$ cat src/rtl/mdu_pkg.sv
// Shared constants for the RV32M multiply/divide unit: funct3 codes,
// FSM state encoding and the iteration count.
package mdu_pkg;

  localparam logic [2:0] F3_MUL    = 3'b000;
  localparam logic [2:0] F3_MULH   = 3'b001;
  localparam logic [2:0] F3_MULHSU = 3'b010;
  localparam logic [2:0] F3_MULHU  = 3'b011;
  localparam logic [2:0] F3_DIV    = 3'b100;
  localparam logic [2:0] F3_DIVU   = 3'b101;
  localparam logic [2:0] F3_REM    = 3'b110;
  localparam logic [2:0] F3_REMU   = 3'b111;

  localparam logic [5:0] N_ITER = 6'd32;

  typedef enum logic [1:0] {
    S_IDLE = 2'b00,
    S_RUN  = 2'b01,
    S_DONE = 2'b10
  } state_t;

endpackage

$ cat src/rtl/mdu_rv32m_if.sv
// Request/result bundle between the register file read stage, the MDU and
// the register file write port.
interface mdu_rv32m_if;

  logic        start;
  logic [2:0]  funct3;
  logic [31:0] src_a;
  logic [31:0] src_b;
  logic [4:0]  rd_in;
  logic        busy;
  logic        done;
  logic [4:0]  a3_out;
  logic [31:0] result;
  logic        we_out;

  modport master (
    output start, funct3, src_a, src_b, rd_in,
    input  busy, done, a3_out, result, we_out
  );

  modport slave (
    input  start, funct3, src_a, src_b, rd_in,
    output busy, done, a3_out, result, we_out
  );

endinterface

$ cat src/rtl/mdu_neg.sv
// Two's-complement negate, shared by operand magnitude conversion and
// result sign correction.
module mdu_neg #(
  parameter int WIDTH = 32
) (
  input  logic [WIDTH-1:0] a,
  output logic [WIDTH-1:0] y
);

  assign y = ~a + {{(WIDTH-1){1'b0}}, 1'b1};

endmodule

$ cat src/rtl/mdu_rv32m.sv
// Iterative RV32M multiply/divide unit: radix-2 shift-add multiply and
// restoring divide over 32 cycles, result delivered on a one-cycle write port.
module mdu_rv32m
  import mdu_pkg::*;
(
  input  logic       clk,
  input  logic       rst,
  mdu_rv32m_if.slave bus
);

  state_t      state_r, state_s;
  logic [5:0]  cnt_r, cnt_s;
  logic [63:0] acc_r, acc_s;
  logic [31:0] opb_r, opb_s;
  logic [2:0]  f3_r, f3_s;
  logic [4:0]  rd_r, rd_s;
  logic        neg_r, neg_s;
  logic        busy_r, busy_s;
  logic        done_r, done_s;
  logic        we_r, we_s;
  logic [4:0]  a3_r, a3_s;
  logic [31:0] result_r, result_s;

  logic        signed_a_s, signed_b_s, sign_a_s, sign_b_s;
  logic [31:0] neg_a_s, neg_b_s, mag_a_s, mag_b_s;
  logic        div_zero_s, div_ovf_s;
  logic [31:0] special_res_s;

  assign signed_a_s = (bus.funct3 == F3_MULH) || (bus.funct3 == F3_MULHSU) ||
                      (bus.funct3 == F3_DIV)  || (bus.funct3 == F3_REM);
  assign signed_b_s = (bus.funct3 == F3_MULH) || (bus.funct3 == F3_DIV) ||
                      (bus.funct3 == F3_REM);
  assign sign_a_s   = signed_a_s & bus.src_a[31];
  assign sign_b_s   = signed_b_s & bus.src_b[31];

  mdu_neg #(.WIDTH(32)) u_neg_a (.a(bus.src_a), .y(neg_a_s));
  mdu_neg #(.WIDTH(32)) u_neg_b (.a(bus.src_b), .y(neg_b_s));

  assign mag_a_s = sign_a_s ? neg_a_s : bus.src_a;
  assign mag_b_s = sign_b_s ? neg_b_s : bus.src_b;

  // Divide-by-zero and signed overflow finish at accept without iterating
  assign div_zero_s = bus.funct3[2] && (bus.src_b == 32'h0000_0000);
  assign div_ovf_s  = ((bus.funct3 == F3_DIV) || (bus.funct3 == F3_REM)) &&
                      (bus.src_a == 32'h8000_0000) && (bus.src_b == 32'hFFFF_FFFF);
  assign special_res_s = div_zero_s ? (bus.funct3[1] ? bus.src_a : 32'hFFFF_FFFF)
                                    : (bus.funct3[1] ? 32'h0000_0000 : 32'h8000_0000);

  logic [32:0] mul_sum_s;
  logic        div_ge_s;
  logic [31:0] div_diff_s;
  logic [63:0] step_s;

  // Multiply: acc = {partial product, multiplier}; divide: acc = {remainder, quotient}
  assign mul_sum_s  = {1'b0, acc_r[63:32]} + {1'b0, opb_r};
  assign div_ge_s   = acc_r[63:31] >= {1'b0, opb_r};
  assign div_diff_s = acc_r[62:31] - opb_r;
  assign step_s = f3_r[2]
                ? (div_ge_s ? {div_diff_s, acc_r[30:0], 1'b1} : {acc_r[62:0], 1'b0})
                : (acc_r[0] ? {mul_sum_s, acc_r[31:1]} : {1'b0, acc_r[63:1]});

  logic [63:0] corr_in_s, corr_neg_s, corr_s;
  logic [31:0] final_s;

  assign corr_in_s = !f3_r[2] ? step_s
                   : (f3_r[1] ? {32'h0000_0000, step_s[63:32]} : {32'h0000_0000, step_s[31:0]});

  mdu_neg #(.WIDTH(64)) u_neg_res (.a(corr_in_s), .y(corr_neg_s));

  assign corr_s  = neg_r ? corr_neg_s : corr_in_s;
  assign final_s = (f3_r[2] || (f3_r == F3_MUL)) ? corr_s[31:0] : corr_s[63:32];

  // Next-state, datapath and output-register logic
  always_comb begin
    state_s  = state_r;
    cnt_s    = cnt_r;
    acc_s    = acc_r;
    opb_s    = opb_r;
    f3_s     = f3_r;
    rd_s     = rd_r;
    neg_s    = neg_r;
    a3_s     = a3_r;
    result_s = result_r;
    done_s   = 1'b0;
    we_s     = 1'b0;
    case (state_r)
      S_IDLE: begin
        if (bus.start) begin
          f3_s  = bus.funct3;
          rd_s  = bus.rd_in;
          opb_s = mag_b_s;
          acc_s = {32'h0000_0000, mag_a_s};
          cnt_s = 6'd0;
          neg_s = (bus.funct3[2] && bus.funct3[1]) ? sign_a_s : (sign_a_s ^ sign_b_s);
          if (div_zero_s || div_ovf_s) begin
            state_s  = S_DONE;
            result_s = special_res_s;
            a3_s     = bus.rd_in;
            done_s   = 1'b1;
            we_s     = (bus.rd_in != 5'd0);
          end else begin
            state_s  = S_RUN;
          end
        end else begin
          state_s = S_IDLE;
        end
      end
      S_RUN: begin
        acc_s = step_s;
        cnt_s = cnt_r + 6'd1;
        if (cnt_r == (N_ITER - 6'd1)) begin
          state_s  = S_DONE;
          result_s = final_s;
          a3_s     = rd_r;
          done_s   = 1'b1;
          we_s     = (rd_r != 5'd0);
        end else begin
          state_s  = S_RUN;
        end
      end
      S_DONE:  state_s = S_IDLE;
      default: state_s = S_IDLE;
    endcase
    busy_s = (state_s != S_IDLE);
  end

  // State and output registers with synchronous reset
  always_ff @(posedge clk) begin
    if (rst) begin
      state_r  <= S_IDLE;
      cnt_r    <= 6'd0;
      acc_r    <= 64'h0;
      opb_r    <= 32'h0;
      f3_r     <= 3'b000;
      rd_r     <= 5'd0;
      neg_r    <= 1'b0;
      busy_r   <= 1'b0;
      done_r   <= 1'b0;
      we_r     <= 1'b0;
      a3_r     <= 5'd0;
      result_r <= 32'h0;
    end else begin
      state_r  <= state_s;
      cnt_r    <= cnt_s;
      acc_r    <= acc_s;
      opb_r    <= opb_s;
      f3_r     <= f3_s;
      rd_r     <= rd_s;
      neg_r    <= neg_s;
      busy_r   <= busy_s;
      done_r   <= done_s;
      we_r     <= we_s;
      a3_r     <= a3_s;
      result_r <= result_s;
    end
  end

  assign bus.busy   = busy_r;
  assign bus.done   = done_r;
  assign bus.we_out = we_r;
  assign bus.a3_out = a3_r;
  assign bus.result = result_r;

endmodule

$ cat src/flat_wrapper.sv
// flat-port wrapper written by rule: the top's interface ports become plain ports
module mdu_rv32m_flat import mdu_pkg::*;
  (clk, rst, bus_start, bus_funct3, bus_src_a, bus_src_b, bus_rd_in, bus_busy, bus_done, bus_a3_out, bus_result, bus_we_out);
  mdu_rv32m_if bus_i ();
  input  logic clk;
  input  logic rst;
  input wire logic [$bits(bus_i.start)-1:0] bus_start;
  input wire logic [$bits(bus_i.funct3)-1:0] bus_funct3;
  input wire logic [$bits(bus_i.src_a)-1:0] bus_src_a;
  input wire logic [$bits(bus_i.src_b)-1:0] bus_src_b;
  input wire logic [$bits(bus_i.rd_in)-1:0] bus_rd_in;
  output wire logic [$bits(bus_i.busy)-1:0] bus_busy;
  output wire logic [$bits(bus_i.done)-1:0] bus_done;
  output wire logic [$bits(bus_i.a3_out)-1:0] bus_a3_out;
  output wire logic [$bits(bus_i.result)-1:0] bus_result;
  output wire logic [$bits(bus_i.we_out)-1:0] bus_we_out;
  assign bus_i.start = bus_start;
  assign bus_i.funct3 = bus_funct3;
  assign bus_i.src_a = bus_src_a;
  assign bus_i.src_b = bus_src_b;
  assign bus_i.rd_in = bus_rd_in;
  assign bus_busy = bus_i.busy;
  assign bus_done = bus_i.done;
  assign bus_a3_out = bus_i.a3_out;
  assign bus_result = bus_i.result;
  assign bus_we_out = bus_i.we_out;
  mdu_rv32m u_core (.clk(clk), .rst(rst), .bus(bus_i));
endmodule
$ cat config.mk
export PLATFORM = sky130hd
export DESIGN_NAME = mdu_rv32m_flat
export DESIGN_NICKNAME = d
export VERILOG_FILES = /design/src/rtl/mdu_pkg.sv /design/src/rtl/mdu_rv32m_if.sv /design/src/rtl/mdu_neg.sv /design/src/rtl/mdu_rv32m.sv /design/src/flat_wrapper.sv
export SDC_FILE = /design/constraint.sdc
export NUM_CORES = 1
export LEC_CHECK = 0
export BUFFER_PORTS_ARGS = -buffer_cell sky130_fd_sc_hd__buf_2
export CAP_MARGIN = 5
export CORE_MARGIN = 2
export CORE_UTILIZATION = 50
export DETAILED_ROUTE_END_ITERATION = 8
export GPL_ROUTABILITY_DRIVEN = 1
export GPL_TIMING_DRIVEN = 0
export PLACE_DENSITY = 0.68
export SYNTH_ARGS = -nofsm -noshare
export SYNTH_HDL_FRONTEND = slang
export SYNTH_SLANG_ARGS = --single-unit
$ cat constraint.sdc
create_clock -name clk -period 6.9 [get_ports clk]
set_clock_uncertainty 0.15 [all_clocks]
set_input_delay 0.345 -clock clk [delete_from_list [all_inputs] [get_ports clk]]
set_output_delay 0.345 -clock clk [all_outputs]
set_load 0.05 [all_outputs]
==> results.sh, run 1 <==
export IMPL_start_kind="flip-flop"
export IMPL_layout_cells_non_filler=2815
export IMPL_critPathRequiredTime_ns=7.11
export IMPL_nFillCells=3153
export IMPL_rsz0062_at_grt="false"
export IMPL_netlist_area_leader_share_pct=19.24
export IMPL_cts_sinks=152
export IMPL_num_io_pins=115
export IMPL_path_clk_slew_ns=0.07
export IMPL_grt_max_degree=17
export IMPL_post_route_min_period_ns=6.775
export IMPL_endpoint="u_core.bus.result[26]$_SDFFE_PP0P_"
export IMPL_crit_fanout=10
export IMPL_die_height_um=181.9
export IMPL_dp_hpwl_um=61960
export IMPL_start_util_pct=50.39
export IMPL_grt_pass1_vias=18240
export IMPL_syn_nets=2406
export IMPL_tritoncts="built"
export IMPL_worstMarginPinSlew_ns=1.383
export IMPL_drt_iter0_drc=2904
export IMPL_nets=2546
export IMPL_viasPerCell=7.008
export IMPL_cp_end_kind="flip-flop"
export IMPL_regArea_sq_mm=0.003052
export IMPL_outcome="finished, final reports clean"
export IMPL_path_cells="ha_1, a21oi_1, o21ai_1, a32oi_1, o211ai_1, a21oi_2, buf_4, clkbuf_4, clkbuf_4, nor2_1, a21oi_1, nor2_1, a31oi_2, ha_1, o211ai_1, or4b_4, nor4_4, nand3b_1, or4_1, mux2i_1, o41ai_1"
export IMPL_relSlewSlack_pct=7.829
export IMPL_wire_per_inst_um=27.60
export IMPL_hold_path_class="in -> reg"
export IMPL_coreArea_sq_mm=0.03139
export IMPL_area_delta_synth_final_pct=11.55
export IMPL_cpMaxStageDelayCell="or4b_4"
export IMPL_fmax_ghz=0.1476
export IMPL_place_gp_congestion=1.114
export IMPL_rows=65
export IMPL_die_x_um=181.9
export IMPL_grt_pass1_wl_um=113900
export IMPL_yosys_top_cells_area="dfxtp_1, a21oi_1, nor2_1"
export IMPL_synth_seq_cells=152
export IMPL_dp_cells=2774
export IMPL_ys_warn_count=0
export IMPL_maxCapViolCount=0
export IMPL_place_area_sq_mm=0.01688
export IMPL_ff2ff_setup_slack_ns=0.12
export IMPL_synth_area_per_cell_sq_um=7.000
export IMPL_die_area_sq_mm=0.03308
export IMPL_setup_worst_path_class="reg -> reg"
export IMPL_routed_wl_um=77710
export IMPL_finalCritPeriodShare_pct=98.19
export IMPL_antennaDiodeCount=0
export IMPL_multi_input_area_sq_mm=0.01193
export IMPL_htreeDepth=4
export IMPL_drv_slew=0
export IMPL_synth_edf_count=0
export IMPL_max_vdd_ir_drop_uv=233.5
export IMPL_numCtsBuffers=17
export IMPL_synthArstFlopShare_pct=0
export IMPL_reg2reg_from="u_core.acc_r[53]$_SDFFE_PP0P_"
export IMPL_critPathLaunch="u_core.acc_r[53]$_SDFFE_PP0P_"
export IMPL_reg2reg_to="u_core.bus.result[26]$_SDFFE_PP0P_"
export IMPL_ff2ff_path_depth=21
export IMPL_tns_ns=0
export IMPL_io_buffers=112
export IMPL_ys_seq_area_share_pct=19.24
export IMPL_grt_usage_pct=46.12
export IMPL_yosys_area_top_type="dfxtp_1"
export IMPL_p_total_mw=3.554
export IMPL_synth_ff_type="dfxtp_1"
export IMPL_grt_overflow_total=0
export IMPL_worst_ep_arrival_time_ns=6.98
export IMPL_clockBufferDepth=2
export IMPL_vias=19730
export IMPL_drt_pass1_iterations=6
export IMPL_drive_gt1_share_pct=10.48
export IMPL_root_buffer="clkbuf_16"
export IMPL_synth_cells=2260
export IMPL_detail_route_antenna_nets=0
export IMPL_powerDensity_mw_per_mm2=201.4
export IMPL_antenna_found_initial=1
export IMPL_clock_latency_ns=0.48
export IMPL_p_leak_nw=6.578
export IMPL_finalSetupViolCount=0
export IMPL_fin_area_sq_mm=0.01765
export IMPL_hold_viol_final=0
export IMPL_place_ws_ns=-0.8991
export IMPL_layout_setup_ws_ns=0.1247
export IMPL_drc_errors=0
export IMPL_ys_types=105
export IMPL_syn_area_sq_mm=0.01582
export IMPL_slowest_delay_ns=0.59
==> registers in the layout, summed over array words and instances, names as in the netlist <==
register           count
u_core.bus.busy        1
u_core.bus.a3_out      5
u_core.bus.result     32
u_core.state_r         1
u_core.bus.we_out      1
u_core.f3_r            3
u_core.neg_r           1
u_core.acc_r          64
u_core.rd_r            5
u_core.cnt_r           6
u_core.opb_r          32
u_core.bus.done        1
==> power by group <==
group	total (mW)	switching, mW	internal [mW]
combinational	1.55	1.07	0.481
sequential	0.996	0.0722	0.924
clock	1.01	0.450	0.562
==> critical path, delay by kind of cell (launching register included) <==
family,cells,cell delay [ns]
compound gates,9,2.32
simple gates,6,2.10
buf+inv,3,0.78
fa+ha+maj,2,0.64
flops,1,0.52
mux,1,0.16
==> layer usage <==
layer / share of wire (%) / global-route usage, %
met5: 0.014 / 0
met4: 6.2 / 26.42
met3: 13 / 16.27
met2: 41 / 67.00
met1: 39 / 59.07
==> layout make-up <==
type | count | share of cell area, %
Buffer | 157 | 3.645
Clock buffer | 19 | 2.567
Clock inverter | 13 | 0.9005
Inverter | 71 | 1.510
Multi-Input combinational cell | 1880 | 67.63
Sequential cell | 152 | 17.29
Tap cell | 402 | 2.850
Timing Repair Buffer | 121 | 3.602
==> per-stage QoR <==
step,hold WS [ns],utilization (%)
finish,0.009306,56.21
global route,0.03376,56.21
CTS,0.002699,55.99
detailed placement,0.3155,53.78
global placement,0.3072,53.78
floorplan,0.2940,-
==> worst min path at each step <==
stage / slack, ns / endpoint / depth (start not counted) / from
final: 0.009 / u_core.rd_r[4]$_SDFFE_PP0P_ / 3 / bus_rd_in[4]
after floorplan: 0.29 / u_core.rd_r[3]$_SDFFE_PP0P_ / 2 / u_core.rd_r[3]$_SDFFE_PP0P_
after global routing: 0.03 / u_core.rd_r[4]$_SDFFE_PP0P_ / 3 / bus_rd_in[4]
after detailed placement: 0.32 / u_core.rd_r[3]$_SDFFE_PP0P_ / 2 / u_core.rd_r[3]$_SDFFE_PP0P_
after CTS: 0.003 / u_core.rd_r[4]$_SDFFE_PP0P_ / 3 / bus_rd_in[4]
after global placement: 0.31 / u_core.rd_r[2]$_SDFFE_PP0P_ / 2 / u_core.rd_r[2]$_SDFFE_PP0P_
==> cell usage in the layout (no fill, tap or decap), types with 19 or more instances in the layout <==
master	n
xor2_1	43
clkbuf_1	120
a21oi_1	205
a221oi_1	26
and3_1	19
xnor2_1	66
nor2_1	275
a31oi_1	35
o31ai_1	22
ha_1	69
nand2_1	221
nand4_1	35
buf_2	129
o21a_1	26
nor4_1	19
mux2i_1	51
a211oi_1	60
or3_1	31
nor3_1	68
and2_1	24
o211ai_1	22
dfxtp_1	145
a311oi_1	22
inv_1	70
nand3_1	64
o21ai_0	160
==> cell families after synthesis <==
| kind of cell | share of synthesized area [%] |
|---|---|
| AND/OR/NAND/NOR | 26.35 |
| buffers and inverters | 5.687 |
| multiplexers | 4.580 |
| flip-flops | 19.24 |
| AO/OA/AOI/OAI | 32.40 |
| XOR/XNOR | 6.035 |
| adder cells (fa/ha/maj) | 5.711 |
==> timing repair <==
item,CTS,global route
setup buffers,2,1
endpoints found under the setup margin,16,16
pin swaps,2,4
hold buffers,4,0
resized for setup,8,17
hold endpoints to repair,4,0
==> cell usage after synthesis, types with 7 or more instances <==
cell type    n
o21ai_0    161
nand3_1     64
nor4_1      21
a31oi_1     36
xor2_1      43
o21ai_1      7
nand2b_1    14
nor3_1      68
o211a_1      9
o21a_1      26
inv_1       70
clkbuf_1   121
o31ai_1     22
a21oi_1    208
a211o_1      8
nor2b_1     12
buf_1       13
xnor2_1     66
mux2_2      18
and2_1      24
dfxtp_1    152
or4_1       17
or2_2        9
ha_1        69
mux2i_1     51
o22ai_1     12
o211ai_1    22
or3_1       31
nand4_1     35
buf_2       18
nand2_1    221
o31a_1       9
nor3b_1      7
o41ai_1     13
and3_1      19
a21o_1      18
a311oi_1    22
nor2_1     275
a211oi_1    60
a22oi_1     14
a221oi_1    26
Power figures use the tool's default switching activity.
==> run 2, diff against run 1 <==
--- a/config.mk
+++ b/config.mk
@@ -12,7 +12,7 @@
 export DETAILED_ROUTE_END_ITERATION = 8
 export GPL_ROUTABILITY_DRIVEN = 1
 export GPL_TIMING_DRIVEN = 0
-export PLACE_DENSITY = 0.68
+export PLACE_DENSITY = 0.71
 export SYNTH_ARGS = -nofsm -noshare
 export SYNTH_HDL_FRONTEND = slang
 export SYNTH_SLANG_ARGS = --single-unit
==> constraint.sdc (replaced) <==
create_clock -name clk -period 6 [get_ports clk]
set_clock_uncertainty 0.15 [all_clocks]
set_input_delay 0.3 -clock clk [delete_from_list [all_inputs] [get_ports clk]]
set_output_delay 0.3 -clock clk [all_outputs]
set_load 0.05 [all_outputs]
==> run 2 against run 1 <==
  * The run now ends with design-rule violations left
  * Sequential share of layout area down 0.13 points
  * Hold slack better by 0.011 ns
  * Via count up 1.2%
  * Design area up 2.5%
  * Die area unchanged
  * Global-route usage down 0.33 points
  * Total power up 18%
  * Clock power up 18%
  * Core utilization up 1.4 points
  * Non-clock buffer count up 21
  * Flip-flop and latch count unchanged
  * Count of clock-buffer cells in the layout unchanged
  * Largest power group unchanged
==> results.sh, run 2 (synthesis gave the netlist of run 1 again) <==
export IMPL_wire_per_inst_um=27.53
export IMPL_place_gp_congestion=1.058
export IMPL_antenna_found_initial=0
export IMPL_routed_wl_um=78140
export IMPL_vias=19970
export IMPL_layout_cells_non_filler=2838
export IMPL_worst_ep_arrival_time_ns=6.04
export IMPL_start_kind="flip-flop"
export IMPL_cts_sinks=152
export IMPL_numCtsBuffers=17
export IMPL_maxCapViolCount=0
export IMPL_area_delta_synth_final_pct=14.36
export IMPL_place_area_sq_mm=0.01688
export IMPL_grt_pass1_wl_um=113000
export IMPL_dp_cells=2774
export IMPL_root_buffer="clkbuf_16"
export IMPL_finalCritPeriodShare_pct=98.02
export IMPL_rows=65
export IMPL_dp_hpwl_um=62210
export IMPL_grt_max_degree=17
export IMPL_detail_route_antenna_nets=0
export IMPL_cpMaxStageDelayCell="dfxtp_1"
export IMPL_path_clk_slew_ns=0.06
export IMPL_nets=2567
export IMPL_drc_errors=2
export IMPL_die_x_um=181.9
export IMPL_layout_common_cells="nor2_1, nand2_1, a21oi_1, o21ai_0, buf_2"
export IMPL_htreeDepth=4
export IMPL_grt_pass1_vias=18160
export IMPL_path_cells="ha_1, buf_2, nand4_4, nor3_1, nor4_2, o211ai_1, a21oi_2, buf_12, nor2_1, a21oi_2, nor2_1, a31oi_2, ha_2, o211ai_1, or4b_4, or4_1, buf_4, nor3_4, mux2_2, o211ai_1, a21oi_1"
export IMPL_critPathRequiredTime_ns=6.15
export IMPL_largest_reg_flops=64
export IMPL_hold_viol_final=0
export IMPL_clockBufferDepth=2
export IMPL_relSlewSlack_pct=6.318
export IMPL_num_io_pins=115
export IMPL_cp_end_kind="flip-flop"
export IMPL_finalSetupViolCount=0
export IMPL_max_vdd_ir_drop_uv=246.9
export IMPL_crit_fanout=9
export IMPL_drive_gt1_share_pct=13.23
export IMPL_io_buffers=112
export IMPL_drt_pass1_iterations=9
export IMPL_drv_slew=0
export IMPL_grt_usage_pct=45.80
export IMPL_outcome="finished, violations left"
export IMPL_critical_path_top_delay_family="simple AND/OR/NAND/NOR gates"
export IMPL_slowest_delay_ns=0.55
export IMPL_fin_area_sq_mm=0.01809
export IMPL_post_route_min_period_ns=5.881
export IMPL_failed_checks="design-rule violations"
export IMPL_p_leak_nw=6.756
export IMPL_final_common_cell="nor2_1"
export IMPL_start_util_pct=50.39
export IMPL_powerDensity_mw_per_mm2=231.6
export IMPL_coreArea_sq_mm=0.03139
export IMPL_clock_latency_ns=0.46
export IMPL_largest_register="u_core.acc_r"
export IMPL_drt_iter0_drc=3022
export IMPL_grt_overflow_total=0
export IMPL_setup_worst_path_class="reg -> reg"
export IMPL_die_area_sq_mm=0.03308
export IMPL_viasPerCell=7.038
export IMPL_tritoncts="built"
export IMPL_worstMarginPinSlew_ns=1.396
export IMPL_hold_path_class="in -> reg"
export IMPL_worst_path_most_repeated_cell="o211ai_1"
export IMPL_die_height_um=181.9
export IMPL_fmax_ghz=0.1700
export IMPL_path_buf_inv=3
export IMPL_nFillCells=3097
==> run 2: layout make-up <==
| cell class | instances | area, sq um | share of cell area, % |
|---|---|---|---|
| Antenna cell | 2 | 5.005 | 0.02767 |
| Buffer | 154 | 651.9 | 3.604 |
| Clock buffer | 19 | 452.9 | 2.504 |
| Clock inverter | 13 | 167.7 | 0.9268 |
| Inverter | 71 | 266.5 | 1.473 |
| Multi-Input combinational cell | 1880 | 12080 | 66.80 |
| Sequential cell | 152 | 3104 | 17.16 |
| Tap cell | 402 | 503.0 | 2.780 |
| Timing Repair Buffer | 145 | 854.6 | 4.724 |
==> run 2: report_power, final <==
part           internal, mW  leakage (nW)  switching [mW]
Sequential             1.06          1.26          0.0854
Combinational         0.605          5.20            1.25
Clock                 0.681         0.306           0.508
==> run 2: path summary, 6_finish.rpt <==
| check | end | startpoint | cells after the start | slack, ns |
|---|---|---|---|---|
| worst max-delay path | u_core.bus.result[10]$_SDFFE_PP0P_ | u_core.acc_r[58]$_SDFFE_PP0P_ | 21 | 0.12 |
| worst min-delay path | u_core.opb_r[10]$_SDFFE_PP0P_ | bus_src_b[10] | 3 | 0.02 |
| worst max register to register | u_core.bus.result[10]$_SDFFE_PP0P_ | u_core.acc_r[58]$_SDFFE_PP0P_ | 21 | 0.12 |
| worst min register to register | u_core.rd_r[1]$_SDFFE_PP0P_ | u_core.rd_r[1]$_SDFFE_PP0P_ | 2 | 0.32 |
==> run 2: per-stage QoR <==
| stage | worst slack, ns | hold WS [ns] | power (mW) | TNS (ns) | utilization (%) |
|---|---|---|---|---|---|
| global route | -0.004305 | 0.03143 | 4.302 | -0.004305 | 57.61 |
| detailed placement | -1.870 | 0.3164 | 2.811 | -26.09 | 53.78 |
| floorplan | 0.3846 | 0.2860 | 2.238 | 0 | - |
| CTS | 0.008128 | 0.01112 | 4.046 | 0 | 57.21 |
| global placement | -1.884 | 0.3049 | 2.793 | -25.91 | 53.78 |
| finish | 0.1188 | 0.02057 | 4.190 | 0 | 57.62 |
==> run 2: what timing repair did <==
action,4_1_cts,5_1_grt
gates cloned,0,1
setup buffers,16,5
pin swaps,18,7
endpoints found under the hold margin,14,0
hold buffers,10,0
setup endpoints to repair,17,18
gates resized for setup,86,19
==> run 2: worst min-delay path, cell delays in order <==
cell      delay [ns]
buf_2           0.11
xnor2_1         0.11
a211oi_1        0.06
==> run 2: metal layers <==
metal,global-route usage (%),part of all wire (%),vias up
li1,-,-,8772
met1,58.76,39,9412
met2,67.34,41,1494
met3,15.64,14,295
met4,24.94,6.2,0
met5,0,0,-
